===== config.mk =====
export PLATFORM = sky130hd
export DESIGN_NAME = id_ex_reg
export DESIGN_NICKNAME = d
export VERILOG_FILES = /design/src/rtl/id_ex_reg.sv
export SDC_FILE = /design/constraint.sdc
export NUM_CORES = 1
export LEC_CHECK = 0
export CAP_MARGIN = 20
export CELL_PAD_IN_SITES_DETAIL_PLACEMENT = 1
export CELL_PAD_IN_SITES_GLOBAL_PLACEMENT = 1
export CORE_AREA = 2 2 185 151
export DETAILED_ROUTE_END_ITERATION = 7
export DIE_AREA = 0 0 187 153
export HOLD_SLACK_MARGIN = 0.1
export PLACE_DENSITY_LB_ADDON = 0.1
export SLEW_MARGIN = 0
export SYNTH_ARGS = -nofsm -noshare
export SYNTH_HDL_FRONTEND = slang
export SYNTH_SLANG_ARGS = --single-unit

===== constraint.sdc =====
create_clock -name clk -period 10.7 [get_ports clk]
set_input_delay 1.605 -clock clk [delete_from_list [all_inputs] [get_ports clk]]
set_output_delay 1.605 -clock clk [all_outputs]
set_load 0.005 [all_outputs]

===== src/rtl/id_ex_reg.sv =====
// ID/EX pipeline register with load-use hazard detection and a saturating bubble counter.
// Priority per edge: reset, flush, stall, load-use bubble, capture.
module id_ex_reg #(
   parameter int DATA_W = 32,
   parameter int REG_W  = 5
) (
   input  logic              clk,
   input  logic              reset,
   input  logic              stall,
   input  logic              flush,
   input  logic              id_valid,
   input  logic [DATA_W-1:0] id_pc4,
   input  logic [DATA_W-1:0] id_rd1,
   input  logic [DATA_W-1:0] id_rd2,
   input  logic [DATA_W-1:0] id_imm,
   input  logic [REG_W-1:0]  id_rs,
   input  logic [REG_W-1:0]  id_rt,
   input  logic [REG_W-1:0]  id_rd,
   input  logic [9:0]        id_ctrl,
   output logic              ex_valid,
   output logic [DATA_W-1:0] ex_pc4,
   output logic [DATA_W-1:0] ex_rd1,
   output logic [DATA_W-1:0] ex_rd2,
   output logic [DATA_W-1:0] ex_imm,
   output logic [REG_W-1:0]  ex_rs,
   output logic [REG_W-1:0]  ex_rt,
   output logic [REG_W-1:0]  ex_rd,
   output logic [9:0]        ex_ctrl,
   output logic              load_use_stall,
   output logic [15:0]       bubble_cnt
);

   typedef enum logic [2:0] {
      ACT_RESET,
      ACT_FLUSH,
      ACT_HOLD,
      ACT_BUBBLE,
      ACT_CAPTURE
   } action_t;

   localparam int CTRL_MEMREAD = 1;

   action_t act;
   logic    ex_is_load;
   logic    rt_nonzero;
   logic    rt_match;
   logic    cnt_sat;

   // A load in EX whose destination feeds the ID instruction; $zero never creates a hazard.
   assign ex_is_load     = ex_valid & ex_ctrl[CTRL_MEMREAD];
   assign rt_nonzero     = (ex_rt != '0);
   assign rt_match       = (ex_rt == id_rs) | (ex_rt == id_rt);
   assign load_use_stall = ex_is_load & id_valid & rt_nonzero & rt_match;

   assign cnt_sat = (bubble_cnt == 16'hFFFF);

   // NOTE: every variable assigned in always_comb gets a default first, so no latch is inferred.
   always_comb begin
      act = ACT_CAPTURE;
      if (reset)               act = ACT_RESET;
      else if (flush)          act = ACT_FLUSH;
      else if (stall)          act = ACT_HOLD;
      else if (load_use_stall) act = ACT_BUBBLE;
   end

   // NOTE: sequential state uses non-blocking assignments so all registers update from pre-edge values.
   always_ff @(posedge clk) begin
      unique case (act)
         ACT_RESET, ACT_FLUSH, ACT_BUBBLE: begin
            ex_valid <= 1'b0;
            ex_pc4   <= '0;
            ex_rd1   <= '0;
            ex_rd2   <= '0;
            ex_imm   <= '0;
            ex_rs    <= '0;
            ex_rt    <= '0;
            ex_rd    <= '0;
            ex_ctrl  <= '0;
         end
         ACT_HOLD: begin
         end
         ACT_CAPTURE: begin
            ex_valid <= id_valid;
            ex_pc4   <= id_pc4;
            ex_rd1   <= id_rd1;
            ex_rd2   <= id_rd2;
            ex_imm   <= id_imm;
            ex_rs    <= id_rs;
            ex_rt    <= id_rt;
            ex_rd    <= id_rd;
            // An invalid slot must never carry side-effecting control bits.
            ex_ctrl  <= id_ctrl & {10{id_valid}};
         end
         default: begin
         end
      endcase
   end

   always_ff @(posedge clk) begin
      unique case (act)
         ACT_RESET:             bubble_cnt <= '0;
         ACT_FLUSH, ACT_BUBBLE: if (!cnt_sat) bubble_cnt <= bubble_cnt + 16'd1;
         ACT_HOLD, ACT_CAPTURE: begin
         end
         default: begin
         end
      endcase
   end

endmodule


==> impl_metrics.py, run 1 <==
metrics = {
    "route": {
        "dr.pass1.iters": 4,
        "drtAntennaViolNets": 0,
        "via_per_inst": 4.96,
        "drt_wl_total_mm": 27.4,
        "drt_iter0_drc": 281,
        "vias": 6453,
        "drc": 0,
        "wl_per_cell_um": 21.0,
    },
    "synth": {
        "synth_nets": 793,
        "ys.flop_type": "edfxtp_1",
        "ys_seq_area_share_pct": 64.4,
        "syn-cell-area_um2": 7920,
        "ys_types": 32,
        "yosysTopAreaCell": "edfxtp_1",
        "synth_common_cells": "edfxtp_1 (170), a21oi_1 (155), nand3b_1 (143)",
        "yosysMostFrequentCell": "edfxtp_1",
        "syn-instance-count": 634,
        "yosys_warnings": 0,
        "syn_area_per_cell_um2": 12.5,
        "async_flop_share_pct": 0,
        "ys_top_cells_by_area": "edfxtp_1 (64%), nand3b_1 (14%), a21oi_1 (9.8%), clkbuf_1 (2.2%), buf_4 (1.4%)",
        "synth-seq-cells": 170,
        "synth_top_cell_area_share_pct": 64.4,
        "synth_edf_count": 170,
    },
    "global_routing": {
        "overflow": 0,
        "grt_pass1_wl_mm": 41.9,
        "track_usage_pct": 18.9,
        "grt_max_degree": 106,
        "grt_pass1_vias": 6883,
        "antenna_found_initial": 1,
    },
    "clock_network": {
        "clk_latency_ps": 430,
        "post_cts_buffers": 0,
        "cts_tree": "built",
        "cts-root-buf": "clkbuf_16",
        "clkSlewWorstSetupHoldPaths_ps": 70,
        "cts_hold_buf": 0,
        "post_cts_resized": 0,
        "numClockSinks": 170,
        "clk_path_buf_depth": 2,
        "cts_buffers": 17,
        "htree_levels": 4,
    },
    "worst_setup_path": {
        "criticalPathCategory": "input port to primary output",
        "end_kind": "primary output",
        "required_ps": 9100,
        "regToRegStartpoint": "ex_rt[1]",
        "cp.arrival_ps": 3870,
        "reg2reg_depth": 6,
        "r2r_slack_ps": 7810,
        "path_max_fanout": 51,
        "start_kind": "input port",
        "worstReg2RegEnd": "ex_rd2[31]",
    },
    "floorplan": {
        "die_h_um": 153,
        "start_util_pct": 29.5,
        "die_area_um2": 28600,
        "rows": 54,
        "io_pins": 329,
        "die_w_um": 187,
        "core_um2": 26800,
    },
    "place": {
        "detailed_place_hpwl_mm": 18.3,
        "place_congestion": 0.797,
        "place_area_um2": 11500,
        "portBuffers": 328,
    },
    "cells_and_area": {
        "nets": 1084,
        "regArea_um2": 5100,
        "area_growth_pct": 51.9,
        "multi_input_area_um2": 2520,
        "drive_gt1_share_pct": 5.76,
        "n_fill_cell": 2826,
        "design_area_um2": 12000,
    },
    "sta": {
        "tightest_slew_ps": 924,
        "rsz0062_at_grt": "false",
        "setup_viol": 0,
        "period_minus_slack_ps": 5480,
        "drv_slew": 0,
        "final_hold_viol_count": 0,
        "fmax_ghz": 0.183,
        "setup_tns_ps": 0,
        "hold-worst-slack_ps": 691,
        "max_slew_margin_pct": 38.4,
        "skew_ps": 18.6,
        "min_period_over_period_pct": 51.2,
    },
    "run": {
        "drv_cap": 0,
    },
    "power_and_ir_drop": {
        "p_switching_mw": 0.403,
        "p_int_mw": 1.22,
        "comb_power_share_pct": 14.7,
        "p_total_mw": 1.62,
        "power_density_nw_per_um2": 135,
        "peakVddDrop_v": 0.0000768,
        "sequentialPowerShare_pct": 48.8,
        "p_sw_share_pct": 24.9,
        "p_leak_nw": 4.23,
        "pwr-share-clk_pct": 36.5,
    },
    "min_path": {
        "worst_hold_path_type": "flip-flop to flip-flop",
        "min_from": "bubble_cnt[0]",
        "hold_path_depth": 1,
        "whs_endpoint": "bubble_cnt[0]",
    },
    "status": {
        "status": "completed",
    },
}
==> worst max-delay path by stage <==
stage / startpoint / end / slack, ps / depth (start not counted)
global placement: id_rt[2] / load_use_stall / 5240 / 6
finish: id_rt[2] / load_use_stall / 5220 / 6
CTS: id_rt[2] / load_use_stall / 5210 / 6
global route: id_rt[2] / load_use_stall / 5120 / 6
floorplan: flush / ex_ctrl[0] / 5010 / 2
detailed placement: id_rt[2] / load_use_stall / 5220 / 6
==> flip-flops by register name, indices dropped and copies added, names as in the netlist <==
signal	count
bubble_cnt	16
ex_ctrl	10
ex_imm	32
ex_pc4	32
ex_rd	5
ex_rd1	32
ex_rd2	32
ex_rs	5
ex_rt	5
ex_valid	1
==> worst max-delay path, cell delays in order <==
cell and delay (ps):
clkdlybuf4s50_1 440, xor2_1 160, nor3_2 350, a22o_4 550, and2_1 220, clkdlybuf4s50_1 510
==> power by group through the flow <==
stage                     Sequential, mW  Clock, mW  Combinational [mW]
final                              0.789      0.591               0.238
after CTS                          0.790      0.608               0.239
after detailed placement           0.805          0               0.238
after global placement             0.803          0               0.235
after global routing               0.794      0.629               0.254
after floorplan                    0.809          0              0.0683
==> cell families after synthesis <==
logic type | share of synthesized area (%)
AND/OR/NAND/NOR | 17.9
flip-flops | 64.4
AO/OA/AOI/OAI | 10.7
buffers and inverters | 4.22
XOR/XNOR | 2.65
adder cells (fa/ha/maj) | 0.158
==> cells in the final DEF, fill, tap and decap left out, drive strengths merged <==
master and count:
clkdlybuf4s50 327, edfxtp 170, a21oi 155, nand3b 143
nor3 22, clkbuf 18, nand2 15, buf 13
xor2 12, xnor2 12, inv 10, nor2 7
nand3 6, clkinv 5, nand4 3, nor4 3
o211ai 2, clkinvlp 2, diode 1, a22o 1
and2 1, or3 1, a22oi 1, or4 1
o21ai 1, nor4b 1, a21boi 1, nor2b 1
a221oi 1, nor3b 1, ha 1
==> metrics by stage <==
stage	setup slack [ps]	util, %	cells
global placement	5240	42.7	1269
detailed placement	5220	42.7	1269
floorplan	5010	-	634
CTS	5210	44.7	1300
global route	5120	44.8	1301
finish	5220	44.9	1302
==> area by class of cell <==
class                           instances  share of cell area (%)
Sequential cell                       170                    42.4
Timing Repair Buffer                  340                    28.2
Multi-Input combinational cell        392                    20.9
Tap cell                              364                    3.79
Clock buffer                           18                    3.57
Clock inverter                         13                   0.946
Inverter                                4                   0.125
Antenna cell                            1                  0.0208
==> routing by layer <==
metal	vias to the layer above	part of all wire, %	track usage, %
li1	2970	-	-
met1	3208	42	23.2
met2	242	48	30.8
met3	33	8.0	6.84
met4	0	2.2	6.20
met5	-	0	0
No activity file was read; power rests on OpenSTA's default activity.
==> run 2: changes to the inputs <==
==> constraint.sdc (replaced) <==
create_clock -name clk -period 5.2 [get_ports clk]
set_input_delay 0.78 -clock clk [delete_from_list [all_inputs] [get_ports clk]]
set_output_delay 0.78 -clock clk [all_outputs]
set_load 0.005 [all_outputs]
==> run 2 against run 1 <==
Effect of this change: register-to-register slack lost 5500 ps; via count down 0.82%; worst setup slack got worse by 3900 ps; sequential power up 110%; cell area grew 0.35%; total power grew 100%; critical endpoint unchanged; highest routed layer unchanged.
==> impl_metrics.py, run 2 (synthesis results as in run 1) <==
metrics = {
    "worst_setup_path": {
        "end_kind": "primary output",
        "path_max_fanout": 50,
        "worst_path_most_repeated_cell": "clkdlybuf4s50_1",
        "slowest_delay_ps": 600,
        "crit_slowest_cell": "clkdlybuf4s50_1",
        "criticalPathCategory": "input port to primary output",
        "worstPathCellList": "clkdlybuf4s50_1, xor2_1, nor3_2, a22o_4, and2_1, clkdlybuf4s50_1",
        "cp.arrival_ps": 3130,
        "required_ps": 4420,
        "start_kind": "input port",
    },
    "cells_and_area": {
        "final_cell_mix": "clkdlybuf4s50_1 (327), edfxtp_1 (170), a21oi_1 (154), nand3b_1 (143), nor3_1 (19)",
        "area_growth_pct": 52.4,
        "design_area_um2": 12100,
        "mostFrequentLayoutCell": "clkdlybuf4s50_1",
        "drive_gt1_share_pct": 5.96,
        "nets": 1086,
        "antenna_cells": 0,
        "n_fill_cell": 2852,
    },
    "route": {
        "drt_wl_total_mm": 26.4,
        "vias": 6400,
        "via_per_inst": 4.91,
        "drt_iter0_drc": 409,
        "dr.pass1.iters": 4,
        "wl_per_cell_um": 20.3,
        "drc": 0,
        "drtAntennaViolNets": 0,
    },
    "place": {
        "portBuffers": 328,
        "post-place-ws_ps": 1290,
        "place_area_um2": 11500,
        "detailed_place_hpwl_mm": 17.7,
        "place_congestion": 0.797,
    },
    "sta": {
        "fmax_ghz": 0.256,
        "worst_slack_ps": 1290,
        "rsz0062_at_grt": "false",
        "skew_ps": 13.6,
        "final_hold_viol_count": 0,
        "setup_tns_ps": 0,
        "period_minus_slack_ps": 3910,
        "drv_slew": 0,
        "max_slew_margin_pct": 38.7,
        "min_period_over_period_pct": 75.1,
        "tightest_slew_ps": 920,
        "setup_viol": 0,
    },
    "floorplan": {
        "core_um2": 26800,
        "die_w_um": 187,
        "rows": 54,
        "start_util_pct": 29.5,
        "io_pins": 329,
        "die_h_um": 153,
        "die_area_um2": 28600,
    },
    "power_and_ir_drop": {
        "p_total_mw": 3.31,
        "p_sw_share_pct": 24.6,
        "power_density_nw_per_um2": 275,
        "p_switching_mw": 0.815,
        "p_leak_nw": 4.25,
        "peakVddDrop_v": 0.000158,
        "comb_power_share_pct": 14.7,
        "sequentialPowerShare_pct": 49.0,
        "p_int_mw": 2.50,
        "pwr-share-clk_pct": 36.3,
    },
    "clock_network": {
        "cts_hold_buf": 0,
        "htree_levels": 4,
        "post_cts_buffers": 0,
        "clk_latency_ps": 430,
        "clk_path_buf_depth": 2,
        "numClockSinks": 170,
        "cts-root-buf": "clkbuf_16",
        "post_cts_resized": 0,
        "cts_tree": "built",
        "cts_buffers": 17,
        "clkSlewWorstSetupHoldPaths_ps": 80,
    },
    "global_routing": {
        "antenna_found_initial": 0,
        "overflow": 0,
        "grt_max_degree": 107,
        "grt_pass1_wl_mm": 41.3,
        "track_usage_pct": 18.5,
        "grt_pass1_vias": 6735,
    },
    "run": {
        "drv_cap": 0,
    },
    "min_path": {
        "worst_hold_path_type": "flip-flop to flip-flop",
    },
    "status": {
        "status": "completed",
    },
}
run 2: changes by cell type in the layout (fill, tap and decap cells not counted), sizes merged:
cell   delta
diode     -1
buf       +2
run 2: power groups by stage:
| stage | Combinational (mW) | Sequential (mW) | Clock [mW] |
|---|---|---|---|
| floorplan | 0.141 | 1.66 | 0 |
| global placement | 0.481 | 1.65 | 0 |
| detailed placement | 0.487 | 1.66 | 0 |
| CTS | 0.490 | 1.63 | 1.24 |
| global route | 0.524 | 1.63 | 1.29 |
| finish | 0.488 | 1.62 | 1.20 |
run 2: worst max-delay path, delay by kind of cell:
kind	cells	cell delay [ps]
buffers and inverters	2	1050
and+or+nand+nor	2	570
AOI/OAI and AO/OA	1	550
xor gates and xnor gates	1	170
run 2: final cells by class:
type	count	area [µm²]	share of cell area [%]
flip-flops and latches	170	5100	42.3
inverters	4	15.0	0.124
multi-input cells	392	2520	20.9
clock buffers	18	429	3.55
well taps	364	455	3.77
clock inverters	13	111	0.922
repair buffers	342	3440	28.5
run 2: layer usage:
layer / vias to the layer above / GRT usage (%) / routed length (µm)
met4: 0 / 6.42 / 664
met3: 34 / 7.65 / 2520
met1: 3145 / 22.4 / 10800
met2: 249 / 29.8 / 12400
met5: - / 0 / 0
li1: 2972 / - / -
run 2: path summary, 6_finish.rpt:
path	cells past startpoint	start	slack, ps	to
max	6	id_rt[2]	1290	load_use_stall
min reg2reg	1	bubble_cnt[0]	680	bubble_cnt[0]
max reg2reg	6	ex_rt[2]	2300	ex_ctrl[8]
min	1	bubble_cnt[0]	680	bubble_cnt[0]
run 2: per-stage QoR:
step           hold slack (ps)  util [%]  std cells
3_5_place_dp               673      42.8       1270
6_report                   681      45.0       1303
3_3_place_gp               660      42.8       1270
5_1_grt                    739      45.0       1303
2_1_floorplan              638         -        634
4_1_cts                    687      44.8       1301
==> run 3: changes to the inputs <==
==> constraint.sdc (replaced) <==
create_clock -name clk -period 3.6 [get_ports clk]
set_input_delay 0.54 -clock clk [delete_from_list [all_inputs] [get_ports clk]]
set_output_delay 0.54 -clock clk [all_outputs]
set_load 0.005 [all_outputs]
==> run 3 against run 2 <==
Effect of this change: final cell count barely moved; non-clock buffer count fell by 1; wire length rose by 2.5%; sequential cell count did not move; cell area rose by 0.41%; critical path depth did not move; global-route usage rose by 0.30 points; core utilization rose by 0.19 points; worst setup slack got worse by 710 ps; sequential share of layout area fell by 0.17 points; critical endpoint unchanged.
==> impl_metrics.py, run 3 (synthesis results as in run 1) <==
metrics = {
    "worst_setup_path": {
        "crit_slowest_cell": "clkdlybuf4s50_1",
        "start_kind": "input port",
        "criticalPathCategory": "input port to primary output",
        "slowest_delay_ps": 610,
        "startpoint": "id_rt[2]",
        "path_max_fanout": 3,
        "end_kind": "primary output",
        "worstPathCellList": "clkdlybuf4s50_1, xor2_1, nor3_2, a22o_4, and2_1, clkdlybuf4s50_1",
        "worst_path_most_repeated_cell": "clkdlybuf4s50_1",
        "reg2reg_depth": 5,
        "regToRegStartpoint": "ex_rt[2]",
        "cp.arrival_ps": 2480,
        "required_ps": 3060,
    },
    "sta": {
        "min_period_over_period_pct": 83.9,
        "period_minus_slack_ps": 3020,
        "rsz0062_at_grt": "false",
        "fmax_ghz": 0.331,
        "skew_ps": 13.4,
        "max_slew_margin_pct": 40.1,
        "final_hold_viol_count": 0,
        "setup_tns_ps": 0,
        "hold-worst-slack_ps": 675,
        "tightest_slew_ps": 899,
        "drv_slew": 0,
        "setup_viol": 0,
    },
    "power_and_ir_drop": {
        "sequentialPowerShare_pct": 46.9,
        "pwr-share-clk_pct": 39.0,
        "power_density_nw_per_um2": 413,
        "comb_power_share_pct": 14.1,
        "p_int_mw": 3.87,
        "peakVddDrop_v": 0.000283,
        "p_leak_nw": 4.27,
        "p_switching_mw": 1.14,
        "p_sw_share_pct": 22.8,
    },
    "route": {
        "top_layer": "met4",
        "wl_per_cell_um": 20.8,
        "drt_wl_total_mm": 27.1,
        "wl_met1_mm": 11.4,
        "wl_met3_mm": 2.27,
        "drc": 0,
        "drt_iter0_drc": 393,
        "met2_length_mm": 12.8,
        "dr.pass1.iters": 5,
        "drtAntennaViolNets": 0,
        "via_per_inst": 4.91,
        "vias": 6387,
    },
    "clock_network": {
        "cts_buffers": 17,
        "htree_levels": 4,
        "cts_tree": "built",
        "clk_latency_ps": 430,
        "post_cts_buffers": 0,
        "clk_path_buf_depth": 2,
        "cts-root-buf": "clkbuf_16",
        "post_cts_resized": 0,
        "numClockSinks": 170,
        "cts_hold_buf": 0,
        "clkSlewWorstSetupHoldPaths_ps": 70,
    },
    "cells_and_area": {
        "nets": 1085,
        "antenna_cells": 0,
        "area_growth_pct": 53.0,
        "fin_util_pct": 45.2,
        "n_fill_cell": 2819,
        "final_cell_mix": "clkdlybuf4s50_1 (327), edfxtp_1 (170), a21oi_1 (154), nand3b_1 (143), nor3_1 (19)",
        "drive_gt1_share_pct": 5.65,
        "mostFrequentLayoutCell": "clkdlybuf4s50_1",
        "design_area_um2": 12100,
    },
    "global_routing": {
        "antenna_found_initial": 0,
        "overflow": 0,
        "grt_pass1_vias": 6702,
        "grt_pass1_wl_mm": 41.4,
        "grt_max_degree": 155,
        "track_usage_pct": 18.8,
    },
    "min_path": {
        "hold_path_depth": 1,
        "min_from": "bubble_cnt[0]",
        "worst_hold_path_type": "flip-flop to flip-flop",
    },
    "floorplan": {
        "die_area_um2": 28600,
        "core_um2": 26800,
        "start_util_pct": 29.5,
        "die_h_um": 153,
        "rows": 54,
        "io_pins": 329,
        "die_w_um": 187,
    },
    "place": {
        "place_area_um2": 11500,
        "place_congestion": 0.800,
        "detailed_place_hpwl_mm": 17.7,
        "portBuffers": 328,
    },
    "status": {
        "status": "completed",
    },
    "run": {
        "drv_cap": 0,
    },
}
-- run 3: metrics by stage --
stage               std cells  total power [mW]  worst slack [ps]
global placement         1270              3.09               629
detailed placement       1270              3.10               602
finish                   1302              5.01               581
global route             1302              5.19               526
CTS                      1301              5.07               591
floorplan                 634              2.60               531
-- run 3: power groups by stage --
stage | Sequential, mW | Combinational [mW] | Clock [mW]
floorplan | 2.40 | 0.203 | 0
global placement | 2.39 | 0.700 | 0
detailed placement | 2.39 | 0.710 | 0
CTS | 2.35 | 0.715 | 2.01
global route | 2.36 | 0.755 | 2.08
finish | 2.35 | 0.706 | 1.95
-- run 3: routing by layer --
metal | vias up | GRT usage [%]
met1 | 3154 | 23.2
met4 | 0 | 6.76
met3 | 26 | 7.62
met2 | 236 | 29.8
li1 | 2971 | -
met5 | - | 0
-- run 3: critical path, delay by kind of cell --
| family | cells | cell delay [ps] |
|---|---|---|
| AO/OA/AOI/OAI | 1 | 220 |
| XOR/XNOR | 1 | 170 |
| buffers and inverters | 2 | 1060 |
| AND/OR/NAND/NOR | 2 | 480 |
-- run 3: worst paths after layout --
kind | endpoint | slack [ps]
min | bubble_cnt[0] | 670
max reg2reg | ex_pc4[10] | 1180
min reg2reg | bubble_cnt[0] | 670
max | load_use_stall | 580
-- run 3: cell type report --
class / count / area [µm²] / area share (%)
clock buffers: 19 / 433 / 3.57
clock inverters: 12 / 173 / 1.42
inverters: 4 / 15.0 / 0.124
multi-input cells: 392 / 2520 / 20.8
flip-flops and latches: 170 / 5100 / 42.1
well taps: 364 / 455 / 3.76
repair buffers: 341 / 3420 / 28.2
